## src/rtl/and_resp_pkg.sv

```systemverilog
// Shared definitions for the AND responder: opcodes, FIFO occupancy states
// and default sizing.
package and_resp_pkg;

    localparam int DEF_WIDTH = 8;
    localparam int DEF_DEPTH = 4;

    typedef enum logic [1:0] {
        OP_AND  = 2'b00,
        OP_NAND = 2'b01,
        OP_ACC  = 2'b10,
        OP_CLR  = 2'b11
    } op_e;

    typedef enum logic [1:0] {
        ST_EMPTY   = 2'b00,
        ST_PARTIAL = 2'b01,
        ST_FULL    = 2'b10
    } occ_e;

endpackage : and_resp_pkg

```

## src/rtl/and_resp_fifo.sv

```systemverilog
// Result buffer: DEPTH-entry FIFO with wrapping pointers and an explicit
// EMPTY/PARTIAL/FULL occupancy state machine.
module and_resp_fifo
    import and_resp_pkg::*;
#(
    parameter int WIDTH = DEF_WIDTH,
    parameter int DEPTH = DEF_DEPTH
) (
    input  logic             clk,
    input  logic             reset,
    input  logic             push,
    input  logic             pop,
    input  logic [WIDTH-1:0] wr_data,
    output logic [WIDTH-1:0] rd_data,
    output logic             full,
    output logic             empty
);

    localparam int             AW   = $clog2(DEPTH);
    localparam int             CW   = AW + 1;
    localparam logic [CW-1:0]  LAST = CW'(DEPTH - 1);

    logic [WIDTH-1:0] mem [DEPTH];
    logic [AW-1:0]    wr_ptr;
    logic [AW-1:0]    rd_ptr;
    logic [CW-1:0]    cnt_q;
    occ_e             state_q;
    occ_e             state_d;
    logic             do_push;
    logic             do_pop;

    // Guard the handshakes locally so the buffer can never over/underflow.
    assign full    = (state_q == ST_FULL);
    assign empty   = (state_q == ST_EMPTY);
    assign do_push = push & ~full;
    assign do_pop  = pop & ~empty;
    assign rd_data = mem[rd_ptr];

    // Storage write port.
    // NOTE: the data array has no reset; the occupancy state alone decides
    // which entries are meaningful, so clearing it is wasted hardware.
    always_ff @(posedge clk) begin
        if (do_push) begin
            mem[wr_ptr] <= wr_data;
        end
    end

    // Pointers and occupancy count; power-of-two depth makes pointers wrap naturally.
    // NOTE: sequential state uses non-blocking assignments so every register
    // samples the pre-edge values regardless of statement order.
    always_ff @(posedge clk) begin
        if (reset) begin
            wr_ptr <= '0;
            rd_ptr <= '0;
            cnt_q  <= '0;
        end else begin
            if (do_push) wr_ptr <= wr_ptr + AW'(1);
            if (do_pop)  rd_ptr <= rd_ptr + AW'(1);
            case ({do_push, do_pop})
                2'b10:   cnt_q <= cnt_q + CW'(1);
                2'b01:   cnt_q <= cnt_q - CW'(1);
                default: ;
            endcase
        end
    end

    // Occupancy state register.
    always_ff @(posedge clk) begin
        if (reset) begin
            state_q <= ST_EMPTY;
        end else begin
            state_q <= state_d;
        end
    end

    // Occupancy next-state; simultaneous push and pop leaves PARTIAL unchanged.
    // NOTE: state_d gets a default before the case so no path leaves it
    // unassigned, which would otherwise infer a latch.
    always_comb begin
        state_d = state_q;
        case (state_q)
            ST_EMPTY: begin
                if (do_push) state_d = ST_PARTIAL;
            end
            ST_PARTIAL: begin
                if (do_push && !do_pop && cnt_q == LAST) begin
                    state_d = ST_FULL;
                end else if (do_pop && !do_push && cnt_q == CW'(1)) begin
                    state_d = ST_EMPTY;
                end
            end
            ST_FULL: begin
                if (do_pop) state_d = ST_PARTIAL;
            end
            default: state_d = ST_EMPTY;
        endcase
    end

endmodule : and_resp_fifo

```

## src/rtl/and_responder.sv

```systemverilog
// AND responder: decodes AND/NAND/accumulate requests, buffers results in a
// FIFO and counts delivered results.
module and_responder
    import and_resp_pkg::*;
#(
    parameter int WIDTH = DEF_WIDTH,
    parameter int DEPTH = DEF_DEPTH
) (
    input  logic             clk,
    input  logic             reset,
    input  logic             in_valid,
    output logic             in_ready,
    input  logic [WIDTH-1:0] a,
    input  logic [WIDTH-1:0] b,
    input  logic [1:0]       op,
    output logic             out_valid,
    input  logic             out_ready,
    output logic [WIDTH-1:0] y,
    output logic [WIDTH-1:0] acc,
    output logic [7:0]       count
);

    logic [WIDTH-1:0] result;
    logic [WIDTH-1:0] acc_d;
    logic [WIDTH-1:0] head;
    logic             full;
    logic             empty;
    logic             push;
    logic             pop;

    // Handshakes are masked during reset so nothing presented then takes effect.
    assign in_ready  = reset | ~full;
    assign out_valid = ~reset & ~empty;
    assign y         = out_valid ? head : '0;
    assign push      = in_valid & in_ready & ~reset;
    assign pop       = out_valid & out_ready;

    // Opcode decode: result for the FIFO and the would-be accumulator value.
    always_comb begin
        result = a & b;
        acc_d  = acc;
        case (op_e'(op))
            OP_AND:  result = a & b;
            OP_NAND: result = ~(a & b);
            OP_ACC: begin
                result = acc & a & b;
                acc_d  = acc & a & b;
            end
            OP_CLR: begin
                result = '1;
                acc_d  = '1;
            end
            default: ;
        endcase
    end

    // Accumulator changes only on accepted requests (AND/NAND leave acc_d = acc).
    always_ff @(posedge clk) begin
        if (reset) begin
            acc <= '1;
        end else if (push) begin
            acc <= acc_d;
        end
    end

    // Delivered-result counter, wrapping modulo 256.
    always_ff @(posedge clk) begin
        if (reset) begin
            count <= '0;
        end else if (pop) begin
            count <= count + 8'd1;
        end
    end

    and_resp_fifo #(
        .WIDTH (WIDTH),
        .DEPTH (DEPTH)
    ) u_fifo (
        .clk     (clk),
        .reset   (reset),
        .push    (push),
        .pop     (pop),
        .wr_data (result),
        .rd_data (head),
        .full    (full),
        .empty   (empty)
    );

endmodule : and_responder

```

## config.mk

```make
export PLATFORM = sky130hd
export DESIGN_NAME = and_responder
export DESIGN_NICKNAME = d
export VERILOG_FILES = /design/src/rtl/and_resp_pkg.sv /design/src/rtl/and_resp_fifo.sv /design/src/rtl/and_responder.sv
export SDC_FILE = /design/constraint.sdc
export NUM_CORES = 1
export LEC_CHECK = 0
export ABC_AREA = 1
export BUFFER_PORTS_ARGS = -buffer_cell sky130_fd_sc_hd__buf_2
export CORE_ASPECT_RATIO = 0.8
export CORE_MARGIN = 2
export CORE_UTILIZATION = 50
export DETAILED_ROUTE_END_ITERATION = 10
export PLACE_DENSITY = 0.85
export REMOVE_ABC_BUFFERS = 1
export SYNTH_ARGS = -nofsm -noshare
export SYNTH_HDL_FRONTEND = slang
export SYNTH_SLANG_ARGS = --single-unit
```

## constraint.sdc

```tcl
create_clock -name clk -period 1.6 [get_ports clk]
set_input_delay 0.16 -clock clk [delete_from_list [all_inputs] [get_ports clk]]
set_output_delay 0.16 -clock clk [all_outputs]
set_load 0.05 [all_outputs]
```

Word level (Yosys, flattened, before mapping)
Memories as Yosys holds them, arrays and structs flattened. A register that Yosys moved wholly into a read port is not among the register bits.
Cells that the tools add are included.
- add/sub/neg operators: 5
- multiplexer cells: 13
- bitwise gates (word level): 14
- eq/ne operators: 12
- reduce and logical (&&, ||, !) cells: 12
- operators by type and width (kind ; number):
    8-bit case mux with 4 select lines ; 1
    8-bit AND ; 3
    8-bit case mux with 2 select lines ; 1
    2-bit 2-to-1 mux ; 6
    8-bit by 1-bit adder with 8-bit output, second input constant ; 1
    2-bit equality test, second input constant ; 4
    8-bit 2-to-1 mux ; 1
    8-bit inverter ; 1
    1-bit AND ; 6
    2-bit by 1-bit equality test with 1-bit output, second input constant ; 3
    2-bit case mux with 3 select lines ; 1
    3-bit case mux with 2 select lines ; 1
    2-bit by 1-bit adder with 2-bit output, second input constant ; 2
    1-bit logical AND ; 4
    2-bit logical NOT ; 2
    2-bit inequality test, second input constant ; 2
    2-bit nonzero test ; 2
    3-bit by 1-bit adder with 3-bit output, second input constant ; 1
    3-bit by 1-bit equality test with 1-bit output, second input constant ; 1
    3-bit by 2-bit equality test with 1-bit output, second input constant ; 1
    3-bit by 1-bit inequality test with 1-bit output, second input constant ; 1
    1-bit inverter ; 3
    3-bit AND reduction ; 1
    3-bit by 1-bit subtractor with 3-bit output, second input constant ; 1
    other kinds (4) ; 6
- bits in writable memories: 32
- memories: 1
- register bits after elaboration: 25
- output and inout bits: 26
- word-level logic and storage cells: 63
- input bits: 22
- memories (name ; words ; bits a word ; read ports ; clocked after Yosys merged registers in ; wr ports ; RTL line ; text):
    u_fifo.mem ; 4 ; 8 ; 1 ; 1 ; 1 ; and_resp_fifo.sv:23 ; logic [WIDTH-1:0] mem [DEPTH];

Longest topological paths before layout
Gate-level depths: netlist (run 1).
- depth after elaboration: 12
- gate-level depth with buffers: 10
- mapped depth without buffers: 10

Hierarchy
A second synthesis (run 1) with hierarchy kept.
- cell total of the unflattened synthesis: 319
- area total of the unflattened synthesis: 2810.2 µm²
- by module, submodules not included (module ; instances ; cells each ; seq. area each (µm²) ; area an instance (µm²)):
    and_resp_fifo ; 1 ; 162 ; 1181.1 ; 1829.3
    and_responder ; 1 ; 157 ; 320.3 ; 980.9

Worst setup path after synthesis (run 1)
No wires, ideal clock.
- kind: flip-flop to flip-flop
- from: reg u_fifo.state_q[0]
- to: reg u_fifo.cnt_q[0]
- data arrival time: 2.012 ns
- setup slack: -0.534 ns
- library setup time: 0.122 ns
- required time: 1.478 ns
- cell stages (with the launch flop): 8
- buffers on the path: 0
- clock period less this slack: 2.134 ns
- path through: dfxtp_1 nor2_1 nor2_1 nand2_2 ha_1 inv_1 o21ai_0 a21oi_1
- elaborated cells on any way between the ends: 15
- those cells by class: eq/ne (3); mux (1); bitwise (9); reduce/logical (2)
- RTL lines (element ; RTL line ; text):
    start: declaration ; and_resp_fifo.sv:27 ; occ_e state_q;
    start signal: assignment ; and_resp_fifo.sv:72 ; state_q <= state_d;
    2-bit logical NOT (*) ; and_resp_fifo.sv:34 ; assign empty = (state_q == ST_EMPTY);
    1-bit inverter (*) ; and_responder.sv:33 ; assign out_valid = ~reset & ~empty;
    1-bit AND (*) ; and_responder.sv:33 ;
    named net out_valid ; and_responder.sv:16 ; output logic out_valid,
    1-bit AND (*) ; and_responder.sv:36 ; assign pop = out_valid & out_ready;
    1-bit AND (*) ; and_resp_fifo.sv:36 ; assign do_pop = pop & ~empty;
    2-bit by 1-bit equality test with 1-bit output / 2-bit equality test (equally long branches) ; and_resp_fifo.sv:59 ; case ({do_push, do_pop})
    3-bit case mux with 2 select lines / 2-bit nonzero test (equally long branches) ; - ;
    end signal: assignment ; and_resp_fifo.sv:60 ; 2'b10: cnt_q <= cnt_q + CW'(1);
    end signal: assignment ; and_resp_fifo.sv:61 ; 2'b01: cnt_q <= cnt_q - CW'(1);
    end: declaration ; and_resp_fifo.sv:26 ; logic [CW-1:0] cnt_q;
The timed path passes the listed nets; every way through them passes the cells marked *.
A chain may end at the register's enable or synchronous reset.

==> flow_metrics.env, run 1 <==
export IMPL_status="finished with violations"
export IMPL_violations="negative setup slack"
export IMPL_power_density_mw_per_mm2=975
export IMPL_r2r_slack_ns=0.14
export IMPL_grt_pass1_wl_um=9960
export IMPL_maxCapViolCount=0
export IMPL_ys_seq_area_share_pct=54.3
export IMPL_grt_met2_usage_pct=34.8
export IMPL_dpl_cell_area_sq_mm=0.00315
export IMPL_core_area_sq_mm=0.00541
export IMPL_fill_cells=448
export IMPL_ys_top_cells_by_count="64 x nor2_1, 59 x nand2_1, 32 x edfxtp_1"
export IMPL_clock_sinks=59
export IMPL_cp_start_kind="flip-flop"
export IMPL_fin_area_sq_mm=0.00343
export IMPL_rsz0062_at_grt="yes"
export IMPL_areaGrowthSynthToFinish_pct=24.3
export IMPL_hold_viol=0
export IMPL_clockBufferDepth=2
export IMPL_gr_total_overflow=0
export IMPL_synth_edf_count=32
export IMPL_criticalPathCategory="reg2out"
export IMPL_synth_main_ff_cell="edfxtp_1"
export IMPL_drive_gt1_share_pct=25.0
export IMPL_die_area_sq_mm=0.00614
export IMPL_ys_top_cells_by_area="edfxtp_1 35%, dfxtp_1 20%, nor2_1 8.7%"
export IMPL_groute_usage_overall_pct=21.2
export IMPL_die_x_um=87.1
export IMPL_root_buffer="clkbuf_8"
export IMPL_drt_wl_total_um=6040
export IMPL_ys_seq_elements=59
export IMPL_layout_cells_non_filler=461
export IMPL_end_kind="output pin"
export IMPL_grt_pass1_vias=2281
export IMPL_detailed_place_hpwl_um=4200
export IMPL_grt_antenna_before_repair=0
export IMPL_synth_top_area_share_pct=34.8
export IMPL_pin_count=48
export IMPL_vias=2352
export IMPL_p_total_mw=3.35
export IMPL_grt_max_degree=22
export IMPL_placementRows=24
export IMPL_leakage_nw=1.47
export IMPL_fmax_ghz=0.610
export IMPL_min_period_ns=1.64
export IMPL_clk_pin_slew_ns=0.06
export IMPL_fin_nets=424
export IMPL_antenna_cells=0
export IMPL_yosysWarnings=0
export IMPL_yosys_cell_types_count=23
export IMPL_syn_area_per_cell_sq_um=8.50
export IMPL_crit_required_ns=1.44
export IMPL_wl_per_cell_um=13.1
export IMPL_synthArstFlopShare_pct=0
export IMPL_finalMaxSlewViolations=0
export IMPL_clk_latency_ns=0.33
export IMPL_cts_htree_levels=3
export IMPL_synth_cell_area_sq_mm=0.00276
export IMPL_yosysTopAreaCell="edfxtp_1"
export IMPL_drtIter0Drc=158
export IMPL_worstPathMaxFanout=5
export IMPL_holdWs_ns=0.148
export IMPL_cp_arrival_ns=1.48
export IMPL_gr_usage_met3_pct=6.97
export IMPL_use_met1_pct=26.5
export IMPL_peakVddDrop_mv=0.637
export IMPL_numCtsBuffers=9
export IMPL_worst_slack_ns=-0.0406
export IMPL_drc=0
export IMPL_initial_core_util_pct=51.1
export IMPL_tritoncts="built"
export IMPL_slew_headroom_pct=69.6
export IMPL_yosysMostFrequentCell="nor2_1"
export IMPL_via_per_inst=5.10
export IMPL_hold_buffers=0
export IMPL_place_congestion=0.824
export IMPL_synthCells=325
export IMPL_port_buffers=47
export IMPL_ant_nets=0
export IMPL_clock_skew_ns=0.00572
export IMPL_busiest_layer="met2"
export IMPL_tightest_slew_ns=0.455
export IMPL_die_h_um=70.5
export IMPL_placedCellCount=441
export IMPL_setup_viol=7
export IMPL_hold_class="in2reg"
export IMPL_first_pass_iters=4
export IMPL_post_route_period_util_pct=103
## critical path, cell delays in order, from the launching register on
cell and delay (ns):
dfxtp_4 0.40, clkbuf_16 0.16, nor2_1 0.05, nor2_1 0.07
o21ai_0 0.09, a21oi_1 0.16, buf_4 0.21
## flip-flops by register name, summed over array words and instances (netlist names), named ones only
register and count:
acc 8, count 8, u_fifo.cnt_q 3, u_fifo.mem 32, u_fifo.rd_ptr 2, u_fifo.state_q 2, u_fifo.wr_ptr 2
## per-layer routing
layer	wire [um]	share of wire [%]
met1	2660	44
met2	2860	47
met3	475	7.9
met4	40	0.66
met5	0	0
## area by class of cell
cell class	count	area, sq um	area share [%]
Timing Repair Buffer	64	417	12.1
Multi-Input combinational cell	226	1150	33.4
Inverter	31	118	3.43
Clock inverter	3	15.0	0.437
Sequential cell	59	1510	43.9
Tap cell	65	81.3	2.37
Clock buffer	13	149	4.34
## metrics by stage
step                setup TNS [ns]  utilization, %  setup slack [ns]
CTS                         -0.178            62.1           -0.0782
floorplan                    -4.34               -            -0.535
global placement                 0            58.2            0.0838
finish                      -0.157            63.5           -0.0406
detailed placement          -0.182            58.2           -0.0151
global route                -0.933            63.5            -0.146
## logic make-up after synthesis
| kind of cell | synth area share, % |
|---|---|
| and+or+nand+nor | 23.3 |
| DFF | 54.3 |
| buffers and inverters | 5.84 |
| xor gates and xnor gates | 0.951 |
| adders and majority gates | 4.98 |
| AOI/OAI and AO/OA | 10.6 |
## where the power goes
group	internal, mW	switching (mW)
Combinational	0.175	0.345
Clock	0.597	0.526
Sequential	1.66	0.0410
## placed cells by master (no fill, tap or decap), types with 16 or more instances in the layout
| master | n |
|---|---|
| nand2_1 | 59 |
| nor2_1 | 56 |
| buf_2 | 39 |
| edfxtp_1 | 32 |
| a21oi_1 | 29 |
| inv_1 | 28 |
| nand3_1 | 26 |
| dfxtp_1 | 24 |
| buf_4 | 22 |
| o21ai_0 | 16 |
## final timing paths
check                                  startpoint           endpoint  depth (start not counted)
worst max-delay path                    flip-flop               y[3]                          6
worst min-delay path                        reset  u_fifo.state_q[1]                          2
worst max register to register  u_fifo.state_q[1]   u_fifo.mem[0][2]                          7
worst min register to register   u_fifo.rd_ptr[0]          flip-flop                          2
## repair_timing
| action | in CTS | in global routing |
|---|---|---|
| gates resized for setup | 11 | 25 |
| buffers inserted | 3 | 0 |
| gates cloned | 0 | 1 |
| setup endpoints to repair | 38 | 20 |
| pin swaps | 4 | 13 |
Note: power is estimated with default switching activity, not from simulation.
==> inputs of run 2 (changes only) <==
--- a/config.mk
+++ b/config.mk
@@ -8,8 +8,8 @@
 export ABC_AREA = 1
 export BUFFER_PORTS_ARGS = -buffer_cell sky130_fd_sc_hd__buf_2
 export CORE_ASPECT_RATIO = 0.8
-export CORE_MARGIN = 2
 export CORE_UTILIZATION = 50
+export CTS_CLUSTER_DIAMETER = 100
 export DETAILED_ROUTE_END_ITERATION = 10
 export PLACE_DENSITY = 0.85
 export REMOVE_ABC_BUFFERS = 1
==> flow_metrics.env, run 2 (synthesis gave the netlist of run 1 again) <==
export IMPL_die_h_um=68.5
export IMPL_criticalPathCategory="reg2out"
export IMPL_wl_per_cell_um=12.8
export IMPL_port_buffers=47
export IMPL_cp_start_kind="flip-flop"
export IMPL_grt_max_degree=22
export IMPL_drtIter0Drc=189
export IMPL_rsz0062_at_grt="yes"
export IMPL_largest_reg_flops=32
export IMPL_finalMaxSlewViolations=0
export IMPL_leakage_nw=1.46
export IMPL_power_density_mw_per_mm2=1030
export IMPL_fin_nets=420
export IMPL_vias=2336
export IMPL_worst_slack_ns=-0.0129
export IMPL_placementRows=23
export IMPL_place_congestion=0.779
export IMPL_detailed_place_hpwl_um=4100
export IMPL_setup_viol=2
export IMPL_core_area_sq_mm=0.00515
export IMPL_drt_wl_total_um=5830
export IMPL_drive_gt1_share_pct=23.0
export IMPL_fill_cells=414
export IMPL_peakVddDrop_mv=0.464
export IMPL_first_pass_iters=4
export IMPL_final_util_pct=66.2
export IMPL_tritoncts="built"
export IMPL_worstPathMaxFanout=8
export IMPL_via_per_inst=5.15
export IMPL_tightest_slew_ns=0.412
export IMPL_holdCritStartpoint="reset"
export IMPL_fmax_ghz=0.620
export IMPL_min_period_ns=1.61
export IMPL_hold_viol=0
export IMPL_drc=0
export IMPL_clk_latency_ns=0.33
export IMPL_final_cell_mix="63 x nor2_1, 59 x nand2_1, 39 x buf_2"
export IMPL_grt_pass1_vias=2049
export IMPL_grt_antenna_before_repair=0
export IMPL_die_area_sq_mm=0.00583
export IMPL_post_route_period_util_pct=101
export IMPL_die_x_um=85.1
export IMPL_largest_register="u_fifo.mem"
export IMPL_final_common_cell="nor2_1"
export IMPL_gr_total_overflow=0
export IMPL_ant_nets=0
export IMPL_clock_sinks=59
export IMPL_status="finished with violations"
export IMPL_numCtsBuffers=9
export IMPL_crit_required_ns=1.44
export IMPL_end_kind="output pin"
export IMPL_slew_headroom_pct=72.5
export IMPL_clock_skew_ns=0.00610
export IMPL_grt_pass1_wl_um=9470
export IMPL_largestRegisters="u_fifo.mem x32, acc x8, count x8"
export IMPL_cts_htree_levels=3
export IMPL_groute_usage_overall_pct=21.4
export IMPL_maxCapViolCount=0
export IMPL_antenna_cells=0
export IMPL_holdWs_ns=0.137
export IMPL_root_buffer="clkbuf_8"
export IMPL_cp_arrival_ns=1.45
export IMPL_clk_pin_slew_ns=0.07
export IMPL_areaGrowthSynthToFinish_pct=23.4
export IMPL_r2r_start="u_fifo.state_q[1]"
export IMPL_hold_class="in2reg"
export IMPL_clockBufferDepth=2
export IMPL_initial_core_util_pct=53.6
export IMPL_pin_count=48
export IMPL_violations="negative setup slack"
## run 2: final timing paths
kind	endpoint	slack [ns]	cells after the start
setup / recovery	y[1]	-0.01	6
hold / removal	count[7]	0.14	2
setup reg to reg	u_fifo.state_q[0]	0.18	10
hold reg to reg	u_fifo.rd_ptr[0]	0.47	2
## run 2: stage by stage
step	setup WS (ns)	TNS, ns	area, sq um	total power [mW]	std cells
after floorplan	-0.535	-4.34	2720	2.04	316
after global placement	0.128	0	3130	2.19	437
after detailed placement	0.0681	0	3130	2.21	437
after CTS	0.000484	0	3350	3.52	453
after global routing	-0.0814	-0.537	3410	3.66	454
final	-0.0129	-0.0205	3410	3.52	454
## run 2: what timing repair did
action	in CTS	in global routing
gates resized for setup	12	22
pin swaps	0	6
setup buffers	0	0
endpoints found under the setup margin	8	12
gates cloned	0	1
hold buffers	0	0
## run 2: area by class of cell
class                      instances  area [sq um]  area share [%]
clock buffer                       9           124            3.63
sequential                        59          1510            44.2
timing repair buffer              60           383            11.2
inverter                          31           130            3.82
clock inverter                     7          68.8            2.02
multi-input combinational        226          1120            32.8
tap                               62          77.6            2.28
## run 2: routing by layer
layer | share of wire [%] | global-route usage (%)
met1 | 46 | 31.1
met3 | 9.0 | 4.22
met5 | 0 | 0
met4 | 1.2 | 8.69
met2 | 44 | 31.6
## run 2: worst max-delay path, cell delays in order, from the launching register on
cell and delay [ns]:
dfxtp_4 0.38, clkbuf_16 0.17, nor2_1 0.05, nor2_1 0.09, o21ai_1 0.08, a21oi_1 0.14, buf_4 0.22
## run 2: power by group
part	switching, mW	internal, mW
Combinational	0.340	0.168
Sequential	0.0401	1.66
Clock	0.603	0.712
==> inputs of run 3 (changes only) <==
--- a/config.mk
+++ b/config.mk
@@ -6,7 +6,7 @@
 export NUM_CORES = 1
 export LEC_CHECK = 0
 export ABC_AREA = 1
-export BUFFER_PORTS_ARGS = -buffer_cell sky130_fd_sc_hd__buf_2
+export BUFFER_PORTS_ARGS = -buffer_cell sky130_fd_sc_hd__clkbuf_2
 export CORE_ASPECT_RATIO = 0.8
 export CORE_UTILIZATION = 50
 export CTS_CLUSTER_DIAMETER = 100
==> flow_metrics.env, run 3 (synthesis gave the netlist of run 1 again) <==
export IMPL_largest_register="u_fifo.mem"
export IMPL_min_period_ns=1.63
export IMPL_crit_required_ns=1.44
export IMPL_maxCapViolCount=0
export IMPL_holdCritStartpoint="reset"
export IMPL_setup_viol=5
export IMPL_r2r_slack_ns=0.12
export IMPL_die_area_sq_mm=0.00583
export IMPL_leakage_nw=1.48
export IMPL_reg2regPathDepth=7
export IMPL_holdWs_ns=0.160
export IMPL_first_pass_iters=4
export IMPL_drc=0
export IMPL_grt_pass1_vias=2297
export IMPL_slew_headroom_pct=69.1
export IMPL_dpl_worst_slack_ns=0.102
export IMPL_drtIter0Drc=169
export IMPL_root_buffer="clkbuf_8"
export IMPL_cts_htree_levels=3
export IMPL_core_area_sq_mm=0.00515
export IMPL_layout_cells_non_filler=456
export IMPL_r2r_start="u_fifo.state_q[0]"
export IMPL_worstPathMaxFanout=6
export IMPL_cp_start_kind="flip-flop"
export IMPL_grt_max_degree=22
export IMPL_port_buffers=47
export IMPL_post_route_period_util_pct=102
export IMPL_clk_pin_slew_ns=0.07
export IMPL_ant_nets=0
export IMPL_die_h_um=68.5
export IMPL_largestRegisters="u_fifo.mem x32, acc x8, count x8"
export IMPL_placementRows=23
export IMPL_groute_usage_overall_pct=25.1
export IMPL_criticalPathCategory="reg2out"
export IMPL_vias=2388
export IMPL_tightest_slew_ns=0.464
export IMPL_p_total_mw=3.53
export IMPL_hold_end="count[7]"
export IMPL_multi_input_area_sq_mm=0.00113
export IMPL_antenna_cells=0
export IMPL_numCtsBuffers=9
export IMPL_die_x_um=85.1
export IMPL_fill_cells=402
export IMPL_drive_gt1_share_pct=24.4
export IMPL_worstHoldPathCells=2
export IMPL_areaGrowthSynthToFinish_pct=24.9
export IMPL_largest_reg_flops=32
export IMPL_final_common_cell="nor2_1"
export IMPL_fmax_ghz=0.613
export IMPL_end_kind="output pin"
export IMPL_rsz0062_at_grt="yes"
export IMPL_gr_total_overflow=0
export IMPL_detailed_place_hpwl_um=4490
export IMPL_initial_core_util_pct=53.6
export IMPL_cp_arrival_ns=1.47
export IMPL_r2r_end="u_fifo.cnt_q[2]"
export IMPL_via_per_inst=5.24
export IMPL_grt_pass1_wl_um=10800
export IMPL_clockBufferDepth=2
export IMPL_placedCellCount=439
export IMPL_clk_latency_ns=0.35
export IMPL_register_area_sq_mm=0.00151
export IMPL_pin_count=48
export IMPL_wl_per_cell_um=14.2
export IMPL_place_congestion=0.823
export IMPL_dpl_cell_area_sq_mm=0.00314
export IMPL_grt_antenna_before_repair=0
export IMPL_status="finished with violations"
export IMPL_drt_wl_total_um=6470
export IMPL_hold_viol=0
export IMPL_worst_slack_ns=-0.0324
export IMPL_violations="negative setup slack"
export IMPL_peakVddDrop_mv=0.583
export IMPL_fin_nets=422
export IMPL_clock_sinks=59
export IMPL_hold_class="in2reg"
export IMPL_final_cell_mix="60 x nor2_1, 59 x nand2_1, 39 x clkbuf_2"
export IMPL_fin_area_sq_mm=0.00345
export IMPL_tritoncts="built"
export IMPL_clock_skew_ns=0.00836
export IMPL_finalMaxSlewViolations=0
export IMPL_power_density_mw_per_mm2=1020
[run 3: cell count changes in the layout (fill, tap and decap cells not counted), sizes merged]
cell / previous run / this run
inv: 29 / 30
buf: 59 / 17
clkbuf: 10 / 55
clkinvlp: 2 / 1
clkinv: 6 / 5
[run 3: worst max-delay path by stage]
stage,to,slack (ns),depth (start not counted)
6_report,y[7],-0.03,6
5_1_grt,y[3],-0.11,6
4_1_cts,y[1],-0.02,6
3_5_place_dp,u_fifo.mem[2][4],0.10,6
3_3_place_gp,u_fifo.cnt_q[0],0.18,7
2_1_floorplan,u_fifo.cnt_q[0],-0.53,7
[run 3: metrics by stage]
| stage | TNS [ns] | utilization [%] |
|---|---|---|
| global placement | 0 | 60.9 |
| finish | -0.0746 | 67.0 |
| detailed placement | 0 | 60.9 |
| floorplan | -4.34 | - |
| CTS | -0.0736 | 66.3 |
| global route | -0.743 | 67.0 |
[run 3: critical path, cell delays in order, from the launching register on]
cell      delay [ns]
dfxtp_4         0.37
buf_6           0.13
nor2_1          0.06
nor2_1          0.08
o21ai_1         0.09
a21oi_1         0.18
clkbuf_8        0.21
[run 3: metal layers]
layer / global-route usage [%] / vias to the layer above / part of all wire [%]
met2: 41.5 / 88 / 47
met4: 8.90 / 0 / 2.5
li1: - / 1194 / -
met5: 0 / - / 0
met3: 7.96 / 14 / 6.6
met1: 31.6 / 1092 / 44
[run 3: cell type report]
type                            instances  area share (%)
Clock buffer                           10            3.70
Clock inverter                          6            1.63
Inverter                               31            3.55
Multi-Input combinational cell        226            32.8
Sequential cell                        59            43.7
Tap cell                               62            2.25
Timing Repair Buffer                   62            12.4
[run 3: report_power, final]
group          switching, mW  internal (mW)  total [mW]  leakage (nW)
registers             0.0409           1.66        1.70         0.509
clock network          0.592          0.705        1.30        0.0935
logic                  0.352          0.178       0.530         0.873
[run 3: what timing repair did]
item | CTS | global route
pin swaps | 5 | 10
resized for setup | 30 | 18
setup buffers | 0 | 0
setup endpoints to repair | 8 | 18
hold buffers | 0 | 0
gates cloned | 1 | 0
